==> config.mk <==
export PLATFORM = sky130hd
export DESIGN_NAME = fetch_stage
export DESIGN_NICKNAME = d
export VERILOG_FILES = /design/src/rtl/fetch_stage_pkg.sv /design/src/rtl/fetch_out_slot.sv /design/src/rtl/fetch_stage.sv
export SDC_FILE = /design/constraint.sdc
export NUM_CORES = 1
export LEC_CHECK = 0
export CAP_MARGIN = 20
export CORE_MARGIN = 4
export CORE_UTILIZATION = 44
export CTS_BUF_LIST = sky130_fd_sc_hd__clkbuf_16
export CTS_CLUSTER_SIZE = 30
export DETAILED_ROUTE_END_ITERATION = 10
export PLACE_DENSITY_LB_ADDON = 0.05
export SETUP_SLACK_MARGIN = 0.2
export SYNTH_ARGS = -nofsm -noshare
export SYNTH_HDL_FRONTEND = slang
export SYNTH_SLANG_ARGS = --single-unit
==> constraint.sdc <==
create_clock -name clk -period 1.8 [get_ports clk]
set_clock_uncertainty 0.2 [all_clocks]
set_input_delay 0.36 -clock clk [delete_from_list [all_inputs] [get_ports clk]]
set_output_delay 0.36 -clock clk [all_outputs]
set_load 0.005 [all_outputs]
==> src/rtl/fetch_stage_pkg.sv <==
// Shared types and defaults for the instruction-fetch stage: FSM state
// encoding, default widths and the value shown on id_instr when cleared.
package fetch_stage_pkg;

  localparam int ADDR_W_DEF  = 32;
  localparam int INSTR_W_DEF = 32;

  typedef enum logic [1:0] {
    IDLE  = 2'd0,
    LATCH = 2'd1,
    WAIT  = 2'd2,
    PEND  = 2'd3
  } state_t;

  localparam logic [INSTR_W_DEF-1:0] NOP_INSTR = '0;

endpackage

==> src/rtl/fetch_out_slot.sv <==
// One-entry valid/ready output register toward decode, plus the pend buffer
// that parks a returned instruction while the slot is still occupied.
module fetch_out_slot
  import fetch_stage_pkg::*;
#(
  parameter int ADDR_W  = ADDR_W_DEF,
  parameter int INSTR_W = INSTR_W_DEF
) (
  input  logic               clk,
  input  logic               reset,
  input  logic               flush,
  input  logic               deliver,
  input  logic               pend_active,
  input  logic [INSTR_W-1:0] mem_instr,
  input  logic [ADDR_W-1:0]  mem_pc,
  input  logic               id_ready,
  output logic               slot_free,
  output logic               pc_advance,
  output logic               id_valid,
  output logic [INSTR_W-1:0] id_instr,
  output logic [ADDR_W-1:0]  id_pc
);

  logic               take_mem;
  logic               take_pend;
  logic [INSTR_W-1:0] pend_instr_q;
  logic [ADDR_W-1:0]  pend_pc_q;

  // deliver already excludes flush, so a flushed return never loads anything.
  assign slot_free  = !id_valid || id_ready;
  assign take_mem   = deliver && slot_free;
  assign take_pend  = pend_active && id_ready && !flush;
  assign pc_advance = reset && (take_mem || take_pend);

  always_ff @(posedge clk) begin
    // NOTE: state registers use non-blocking assignments so every flop samples
    // pre-edge values regardless of the order the blocks are evaluated in.
    if (!reset) begin
      id_valid     <= 1'b0;
      id_instr     <= INSTR_W'(NOP_INSTR);
      id_pc        <= '0;
      pend_instr_q <= '0;
      pend_pc_q    <= '0;
    end else begin
      if (flush) begin
        id_valid <= 1'b0;
      end else if (take_mem) begin
        id_valid <= 1'b1;
        id_instr <= mem_instr;
        id_pc    <= mem_pc;
      end else if (take_pend) begin
        id_valid <= 1'b1;
        id_instr <= pend_instr_q;
        id_pc    <= pend_pc_q;
      end else if (id_valid && id_ready) begin
        id_valid <= 1'b0;
      end

      if (flush) begin
        pend_instr_q <= '0;
        pend_pc_q    <= '0;
      end else if (deliver && !slot_free) begin
        pend_instr_q <= mem_instr;
        pend_pc_q    <= mem_pc;
      end
    end
  end

endmodule

==> src/rtl/fetch_stage.sv <==
// Instruction-fetch stage: samples the PC, runs the req/ack handshake to
// instruction memory and hands results to decode through fetch_out_slot.
module fetch_stage
  import fetch_stage_pkg::*;
#(
  parameter int ADDR_W  = ADDR_W_DEF,
  parameter int INSTR_W = INSTR_W_DEF
) (
  input  logic               clk,
  input  logic               reset,
  input  logic [ADDR_W-1:0]  pc_in,
  output logic               pc_advance,
  input  logic               flush,
  output logic               imem_req,
  output logic [ADDR_W-1:0]  imem_addr,
  input  logic               imem_ack,
  input  logic [INSTR_W-1:0] imem_rdata,
  output logic               id_valid,
  input  logic               id_ready,
  output logic [INSTR_W-1:0] id_instr,
  output logic [ADDR_W-1:0]  id_pc
);

  state_t              state_q;
  state_t              state_d;
  logic                discard_q;
  logic [ADDR_W-1:0]   fetch_addr_q;
  logic                deliver;
  logic                pend_active;
  logic                slot_free;

  always_ff @(posedge clk) begin
    if (!reset) begin
      state_q      <= IDLE;
      discard_q    <= 1'b0;
      fetch_addr_q <= '0;
    end else begin
      state_q <= state_d;
      if (state_q == LATCH) fetch_addr_q <= pc_in;
      // A flush while waiting cannot cancel the request; remember to drop its data.
      if (state_q == WAIT) discard_q <= imem_ack ? 1'b0 : (discard_q || flush);
    end
  end

  always_comb begin
    // NOTE: default first so every path assigns state_d and no latch is inferred.
    state_d = state_q;
    unique case (state_q)
      IDLE:  state_d = LATCH;
      LATCH: state_d = flush ? LATCH : WAIT;
      WAIT: begin
        if (imem_ack) state_d = (discard_q || flush || slot_free) ? LATCH : PEND;
      end
      PEND: begin
        if (flush || id_ready) state_d = LATCH;
      end
      default: state_d = IDLE;
    endcase
  end

  always_comb begin
    imem_req    = (state_q == WAIT);
    deliver     = imem_req && imem_ack && !discard_q && !flush;
    pend_active = (state_q == PEND);
  end

  assign imem_addr = fetch_addr_q;

  fetch_out_slot #(
    .ADDR_W  (ADDR_W),
    .INSTR_W (INSTR_W)
  ) u_slot (
    .clk         (clk),
    .reset       (reset),
    .flush       (flush),
    .deliver     (deliver),
    .pend_active (pend_active),
    .mem_instr   (imem_rdata),
    .mem_pc      (fetch_addr_q),
    .id_ready    (id_ready),
    .slot_free   (slot_free),
    .pc_advance  (pc_advance),
    .id_valid    (id_valid),
    .id_instr    (id_instr),
    .id_pc       (id_pc)
  );

endmodule

# Word-level counts from Yosys, hierarchy flattened
# Cells that the tools add are included.
# Widths: inputs -> output; s select.
# word_totals
reg_bits	164
in_bits	69
out_inout_bits	99
elab_cells	52
# classes
n_eq_ne	5
mux	13
bitwise_logic	2
n_reduce_logical	24
# op_table
op	n
$mux 32	4
$logic_and 1x1->1	9
$mux 2	4
$pmux 2 s4	1
$logic_or 1x1->1	5
$eq 2x2->1 const B	2
$logic_not 1->1	4
$mux 1	4
$reduce_and 2->1	2
$reduce_bool 3->1	1
$eq 2x1->1 const B	1
$logic_not 2->1	1
$ne 2x1->1 const B	1
$ne 2x2->1 const B	1
$not 1->1	2
$reduce_bool 2->1	1
$reduce_or 2->1	1

# Longest topological paths before layout
# Gate-level depths: netlist of the first run.
# logic_depth
word_depth	7
ltp_mapped	7
ltp_nobuf	5

# Modules after synthesis
# Synthesis of the first run repeated with hierarchy kept, for this count alone.
# hier_totals
hier_cells	808
area_unflattened_um2	7753.7
# modules_own_cells
mod	n_inst	cells_each	area_per_inst_um2	seq_area_each_um2
fetch_out_slot	1	677	6286.0	2582.5
fetch_stage	1	131	1467.7	700.7

# Worst setup path before layout of the first run
# Ideal clock, no wire load.
# synth_timing
path_kind	flip-flop to output port
start	register state_q[0]
end	output port pc_advance
arrival_time_ps	1277
t_required_ps	1240
slack_ps	-37
path_stages_with_launch	7
path_buffers	1
path_cell_list	dfxtp_1 > inv_1 > ha_1 > and4bb_1 > nand2_1 > buf_2 > a21boi_0
# synth_between
elab_chain_cells	7
word_cells_on_any_way	10
classes_between	2 x eq/ne; 8 x reduce/logical
# synth_rtl
item	line	rtl
start, declared	fetch_stage.sv:24	state_t state_q;
start signal, assigned	fetch_stage.sv:38	state_q <= state_d;
$eq 2x2->1	fetch_stage.sv:62	imem_req = (state_q == WAIT);
via imem_req	fetch_stage.sv:14	output logic imem_req,
$logic_and 1x1->1 (3 in a row)	fetch_stage.sv:63	deliver = imem_req && imem_ack && !discard_q && !flush;
$logic_and 1x1->1	fetch_out_slot.sv:31	assign take_mem = deliver && slot_free;
$logic_or 1x1->1	fetch_out_slot.sv:33	assign pc_advance = reset && (take_mem || take_pend);
$logic_and 1x1->1	fetch_out_slot.sv:33	
end, declared	fetch_stage.sv:12	output logic pc_advance,
# The timed path passes the listed nets, and every way through them passes these cells.

# Worst setup path in the final report of the first run
# layout_timing
start	register state_q[0]
end	output port pc_advance
# layout_between
elab_chain_cells	7
word_cells_on_any_way	10
classes_between	2 x eq/ne; 8 x reduce/logical
# layout_rtl
item	line
$eq 2x2->1	fetch_stage.sv:62
$logic_and 1x1->1 (3 in a row)	fetch_stage.sv:63
$logic_and 1x1->1	fetch_out_slot.sv:31
$logic_or 1x1->1 *	fetch_out_slot.sv:33
$logic_and 1x1->1 *	fetch_out_slot.sv:33
# Mark *: on every way between the ends. The rest lies on a longest branch, timed or not.

==> results_dict.tcl, run 1 <==
set metrics [dict create \
    htree_num_levels 4 \
    die_h_um 132 \
    io_pins 168 \
    start_kind "flip-flop" \
    synthToLayoutAreaGrowth_pct 57.8 \
    yosysWarnings 0 \
    synth_top_area_frac 0.487 \
    num_vias 6960 \
    slew_violations 0 \
    finalCriticalPeriod_ns 2.08 \
    wl_um 22900 \
    synth_top_cells_by_count "dfxtp_1, nand2_1, a21oi_1, a31oi_1" \
    port_buffers 167 \
    synth_xor_area_frac 0 \
    synth_cell_types 29 \
    path_class "reg2out" \
    peakVddDrop_uv 628 \
    syn_area_um2 6740 \
    die_w_um 132 \
    dieArea_um2 17400 \
    path_clk_slew_ns 0.06 \
    synthArstFlopShare 0 \
    synth_top_family_by_area "compound AO/OA/AOI/OAI gates" \
    cts_buffer_depth 2 \
    nets 1055 \
    grt_usage 0.222 \
    total_power_mw 8.18 \
    drt-initial-drc-count 668 \
    antenna_cells 0 \
    antenna_found_initial 0 \
    r2r_cells 6 \
    gp_congestion 0.788 \
    root_buffer "clkbuf_16" \
    violations "negative setup slack" \
    dpl-instance-area_um2 8750 \
    tightest_slew_ns 0.751 \
    arrival_ns 1.52 \
    min_delay_path_depth 2 \
    numCtsBuffers 17 \
    syn_inst 792 \
    fill_cells 1093 \
    cp_slowest_stage_delay_ns 0.33 \
    dpl.hpwl_um 12100 \
    hold_path_class "reg2reg" \
    synth_edf_count 0 \
    numClockSinks 164 \
    grt_max_degree 101 \
    path_depth 6 \
    placedCellCount 1094 \
    maxCapViolCount 0 \
    rows 44 \
    status "complete, but fails checks" \
    power_density_nw_per_um2 769 \
    end_kind "output pin" \
    pre_cts_slack_ns -0.595 \
    cts_tree "done" \
    cp_slowest_cell "dfxtp_2" \
    synthMuxAreaShare 0.0475 \
    core_region_area_um2 14800 \
    clock_latency_ns 0.42 \
    worstPathCellList "inv_2, ha_4, and4bb_2, nand2_2, a21boi_2, buf_2" \
    drive_gt1_frac 0.270 \
    hold_viol_final 0 \
    finalSetupViolations 132 \
    design_area_um2 10600 \
    crit_fanout 2 \
    wire_per_inst_um 19.4 \
    rsz0062_at_grt "yes" \
    max-slew-margin-rel 0.499 \
    grt_pass1_wl_um 32300 \
    critPathBufInv 2 \
    static-leakage-power_nw 4.75 \
    synthTopCellsByArea "dfxtp_1, nand2_1, o31ai_1" \
    synth_fp_nets 864 \
    grt_overflow 0 \
    drc 0 \
    synthAdderAreaFrac 0.00557 \
    initial_core_util 0.457 \
    synthSimpleGateAreaFrac 0.166 \
    worst_slack_ns -0.284 \
    drt-pass1-iter-count 5 \
    avgSynthCellArea_um2 8.51 \
    fmax_ghz 0.480 \
    synth_top_area_cell "dfxtp_1" \
    fin_crit_sh 1.16 \
    synth_compound_area_frac 0.234 \
    cp_top_family "flip-flops" \
    synth.most_common_cell "dfxtp_1" \
    via_per_inst 5.90 \
    synthFlopType "dfxtp_1" \
    yosysSeqAreaShare 0.487 \
    worst_ep_required_time_ns 1.24 \
    grt_pass1_vias 6480 \
    ys_seq_elements 164 \
    final_antenna_net_count 0 \
    fin_cells 1180 \
]
## registers in the layout, summed over array words and instances (netlist names)
signal	cells
discard_q	1
imem_addr	32
state_q	2
u_slot.id_instr	32
u_slot.id_pc	32
u_slot.id_valid	1
u_slot.pend_instr_q	32
u_slot.pend_pc_q	32
## worst paths after layout
path / start / to / slack [ns]
max reg2reg: state_q[0] / u_slot.id_pc[11] / -0.25
max: state_q[0] / pc_advance / -0.28
min: u_slot.pend_instr_q[7] / u_slot.pend_instr_q[7] / 0.26
min reg2reg: u_slot.pend_instr_q[7] / u_slot.pend_instr_q[7] / 0.26
## per-layer routing
metal,track usage,part of all wire
met5,0,0
met4,0.0543,0.012
met3,0.0630,0.079
met2,0.367,0.48
met1,0.287,0.43
## cells in the final DEF, fill, tap and decap left out, types with 31 or more instances in the layout
| master | count |
|---|---|
| nand3_1 | 64 |
| a31oi_1 | 65 |
| dlymetal6s2s_1 | 65 |
| mux2i_1 | 31 |
| clkdlybuf4s50_1 | 67 |
| nor2b_1 | 33 |
| o31ai_1 | 55 |
| o21ai_2 | 51 |
| nand2_1 | 130 |
| a21oi_1 | 52 |
| dfxtp_2 | 39 |
| buf_4 | 46 |
| dfxtp_1 | 116 |
## tightest hold or removal path: stages (launching register included)
cell and delay [ns]:
dfxtp_1 0.32, o21ai_2 0.05, a21oi_1 0.05
## power by group
| group | leakage, nW | switching, mW | internal (mW) |
|---|---|---|---|
| Sequential | 1.35 | 0.0641 | 3.71 |
| Combinational | 3.13 | 0.357 | 0.492 |
| Clock | 0.275 | 1.42 | 2.14 |
| Total | 4.75 | 1.84 | 6.34 |
## layout make-up
cell class | count | area [µm²] | share of cell area
repair buffers | 257 | 2910 | 0.274
clock buffers | 17 | 425 | 0.0400
well taps | 184 | 230 | 0.0216
flip-flops and latches | 164 | 3370 | 0.316
multi-input cells | 541 | 3550 | 0.333
inverters | 2 | 10.0 | 0.000941
clock inverters | 15 | 145 | 0.0136
## stage by stage
stage | utilization | hold slack (ns) | setup TNS, ns
2_1_floorplan | - | 0.244 | 0
3_3_place_gp | 0.593 | 0.250 | -62.26
3_5_place_dp | 0.593 | 0.262 | -66.96
4_1_cts | 0.635 | 0.271 | -23.29
5_1_grt | 0.721 | 0.274 | -28.81
6_report | 0.721 | 0.263 | -21.41
## cells by family after synthesis
family                   Yosys count
AND/OR/NAND/NOR                  242
flip-flops                       164
AO/OA/AOI/OAI                    264
multiplexers                      32
buffers and inverters             87
adder cells (fa/ha/maj)            3
## repair_timing
| action | 4_1_cts | 5_1_grt |
|---|---|---|
| endpoints found under the setup margin | 232 | 259 |
| pin swaps | 3 | 60 |
| hold buffers | 0 | 0 |
| setup buffers | 6 | 37 |
| gates resized for setup | 85 | 272 |
| cloned | 0 | 11 |
| endpoints found under the hold margin | 0 | 0 |
(Power assumes the default switching activity.)
==> inputs of run 2 (changes only) <==
--- a/config.mk
+++ b/config.mk
@@ -9,5 +9,4 @@
 export CORE_MARGIN = 4
 export CORE_UTILIZATION = 44
-export CTS_BUF_LIST = sky130_fd_sc_hd__clkbuf_16
 export CTS_CLUSTER_SIZE = 30
 export DETAILED_ROUTE_END_ITERATION = 10
==> constraint.sdc (replaced) <==
create_clock -name clk -period 1.8 [get_ports clk]
set_clock_uncertainty 0.2 [all_clocks]
set_input_delay 0.36 -clock clk [delete_from_list [all_inputs] [get_ports clk]]
set_output_delay 0.36 -clock clk [all_outputs]
set_load 0.01 [all_outputs]
==> results_dict.tcl, run 2 (synthesis gave the netlist of run 1 again) <==
set metrics [dict create \
    finalSetupViolations 71 \
    rows 44 \
    fin_cells 1122 \
    dr.max_layer_used "met4" \
    die_h_um 132 \
    power_density_nw_per_um2 875 \
    drt-initial-drc-count 669 \
    hold_path_class "reg2reg" \
    crit-reg2reg-capture "u_slot.id_pc[6]" \
    cts_setup_buffers 0 \
    start_kind "flip-flop" \
    met2WireLength_um 9530 \
    end_kind "output pin" \
    grt_max_degree 66 \
    cts_buffer_depth 2 \
    htree_num_levels 4 \
    tightest_slew_ns 0.753 \
    register_area_um2 3320 \
    placedCellCount 1090 \
    drt-met1-wl_um 8650 \
    root_buffer "clkbuf_16" \
    max-slew-margin-rel 0.498 \
    most-common-layout-cells "dfxtp_1, nand2_1, dlymetal6s2s_1, clkdlybuf4s50_1" \
    dpl-instance-area_um2 8690 \
    r2r_start "state_q[0]" \
    dpl.hpwl_um 11900 \
    crit_fanout 2 \
    wl_um 19700 \
    layout_commonest_cell "dfxtp_1" \
    static-leakage-power_nw 4.40 \
    clock_latency_ns 0.43 \
    violations "negative setup slack" \
    die_w_um 132 \
    ff2ff_setup_slack_ns -0.27 \
    drt-pass1-iter-count 5 \
    drc 0 \
    numCtsBuffers 17 \
    hold_viol_final 0 \
    gp_congestion 0.779 \
    grt_pass1_wl_um 32300 \
    rsz0062_at_grt "yes" \
    path_clk_slew_ns 0.06 \
    port_buffers 167 \
    nets 997 \
    grt_pass1_vias 6351 \
    design_area_um2 9570 \
    fmax_ghz 0.479 \
    arrival_ns 1.53 \
    grt_overflow 0 \
    worstHoldStart "u_slot.pend_instr_q[0]" \
    core_region_area_um2 14800 \
    wire_per_inst_um 17.6 \
    min_delay_path_depth 2 \
    cts_tree "done" \
    final_antenna_net_count 0 \
    finalCriticalPeriod_ns 2.09 \
    fin_crit_sh 1.16 \
    tns_ns -12.59 \
    peakVddDrop_uv 648 \
    maxCapViolCount 0 \
    drive_gt1_frac 0.130 \
    via_per_inst 5.72 \
    crit_start "state_q[0]" \
    worst_slack_ns -0.290 \
    antenna_cells 0 \
    hold_end "u_slot.id_instr[0]" \
    multiInputGateArea_um2 3130 \
    grt_usage 0.223 \
    synthToLayoutAreaGrowth_pct 42.0 \
    pre_cts_slack_ns -0.679 \
    fill_cells 1213 \
    slew_violations 0 \
    initial_core_util 0.457 \
    r2r_cells 6 \
    antenna_found_initial 0 \
    num_vias 6414 \
    status "complete, but fails checks" \
    dieArea_um2 17400 \
    io_pins 168 \
    met3WireLength_um 1330 \
    numClockSinks 164 \
    worst_ep_required_time_ns 1.24 \
    path_class "reg2out" \
]
run 2: worst max-delay path by stage:
stage | end
floorplan | pc_advance
global placement | pc_advance
detailed placement | u_slot.id_instr[28]
CTS | pc_advance
global route | pc_advance
finish | pc_advance
run 2: where the power goes:
group          switching (mW)  internal [mW]  total [mW]  leakage (nW)
logic                   0.315          0.405       0.719          2.75
registers              0.0733           3.71        3.78          1.34
clock network            1.47           2.40        3.87         0.310
total                    1.86           6.51        8.37          4.40
run 2: critical path, cell delays in order, from the launching register on:
cell	delay (ns)
dfxtp_2	0.32
inv_2	0.07
ha_4	0.14
and4bb_2	0.25
nand2_2	0.08
a21boi_4	0.13
buf_6	0.12
run 2: area by class of cell:
| cell class | count | area share |
|---|---|---|
| clock buffers | 20 | 0.0477 |
| clock inverters | 12 | 0.0186 |
| inverters | 2 | 0.000785 |
| multi-input cells | 541 | 0.327 |
| flip-flops and latches | 164 | 0.346 |
| well taps | 184 | 0.0241 |
| repair buffers | 199 | 0.235 |
run 2: metrics by stage:
stage | util | hold slack, ns | total power, mW
after detailed placement | 0.589 | 0.256 | 4.60
after floorplan | - | 0.245 | 4.17
after global routing | 0.649 | 0.277 | 8.64
after global placement | 0.589 | 0.251 | 4.58
after CTS | 0.635 | 0.267 | 8.44
final | 0.649 | 0.265 | 8.37
run 2: routing by layer:
layer,track usage,up-vias
met1,0.280,3071
met3,0.0729,15
met5,0,-
met4,0.0566,0
li1,-,3097
met2,0.372,231
run 2: repair_timing:
action / CTS / global route
setup endpoints to repair: 230 / 233
gates resized for setup: 100 / 86
pin swaps: 3 / 1
hold buffers: 0 / 0
hold endpoints to repair: 0 / 0
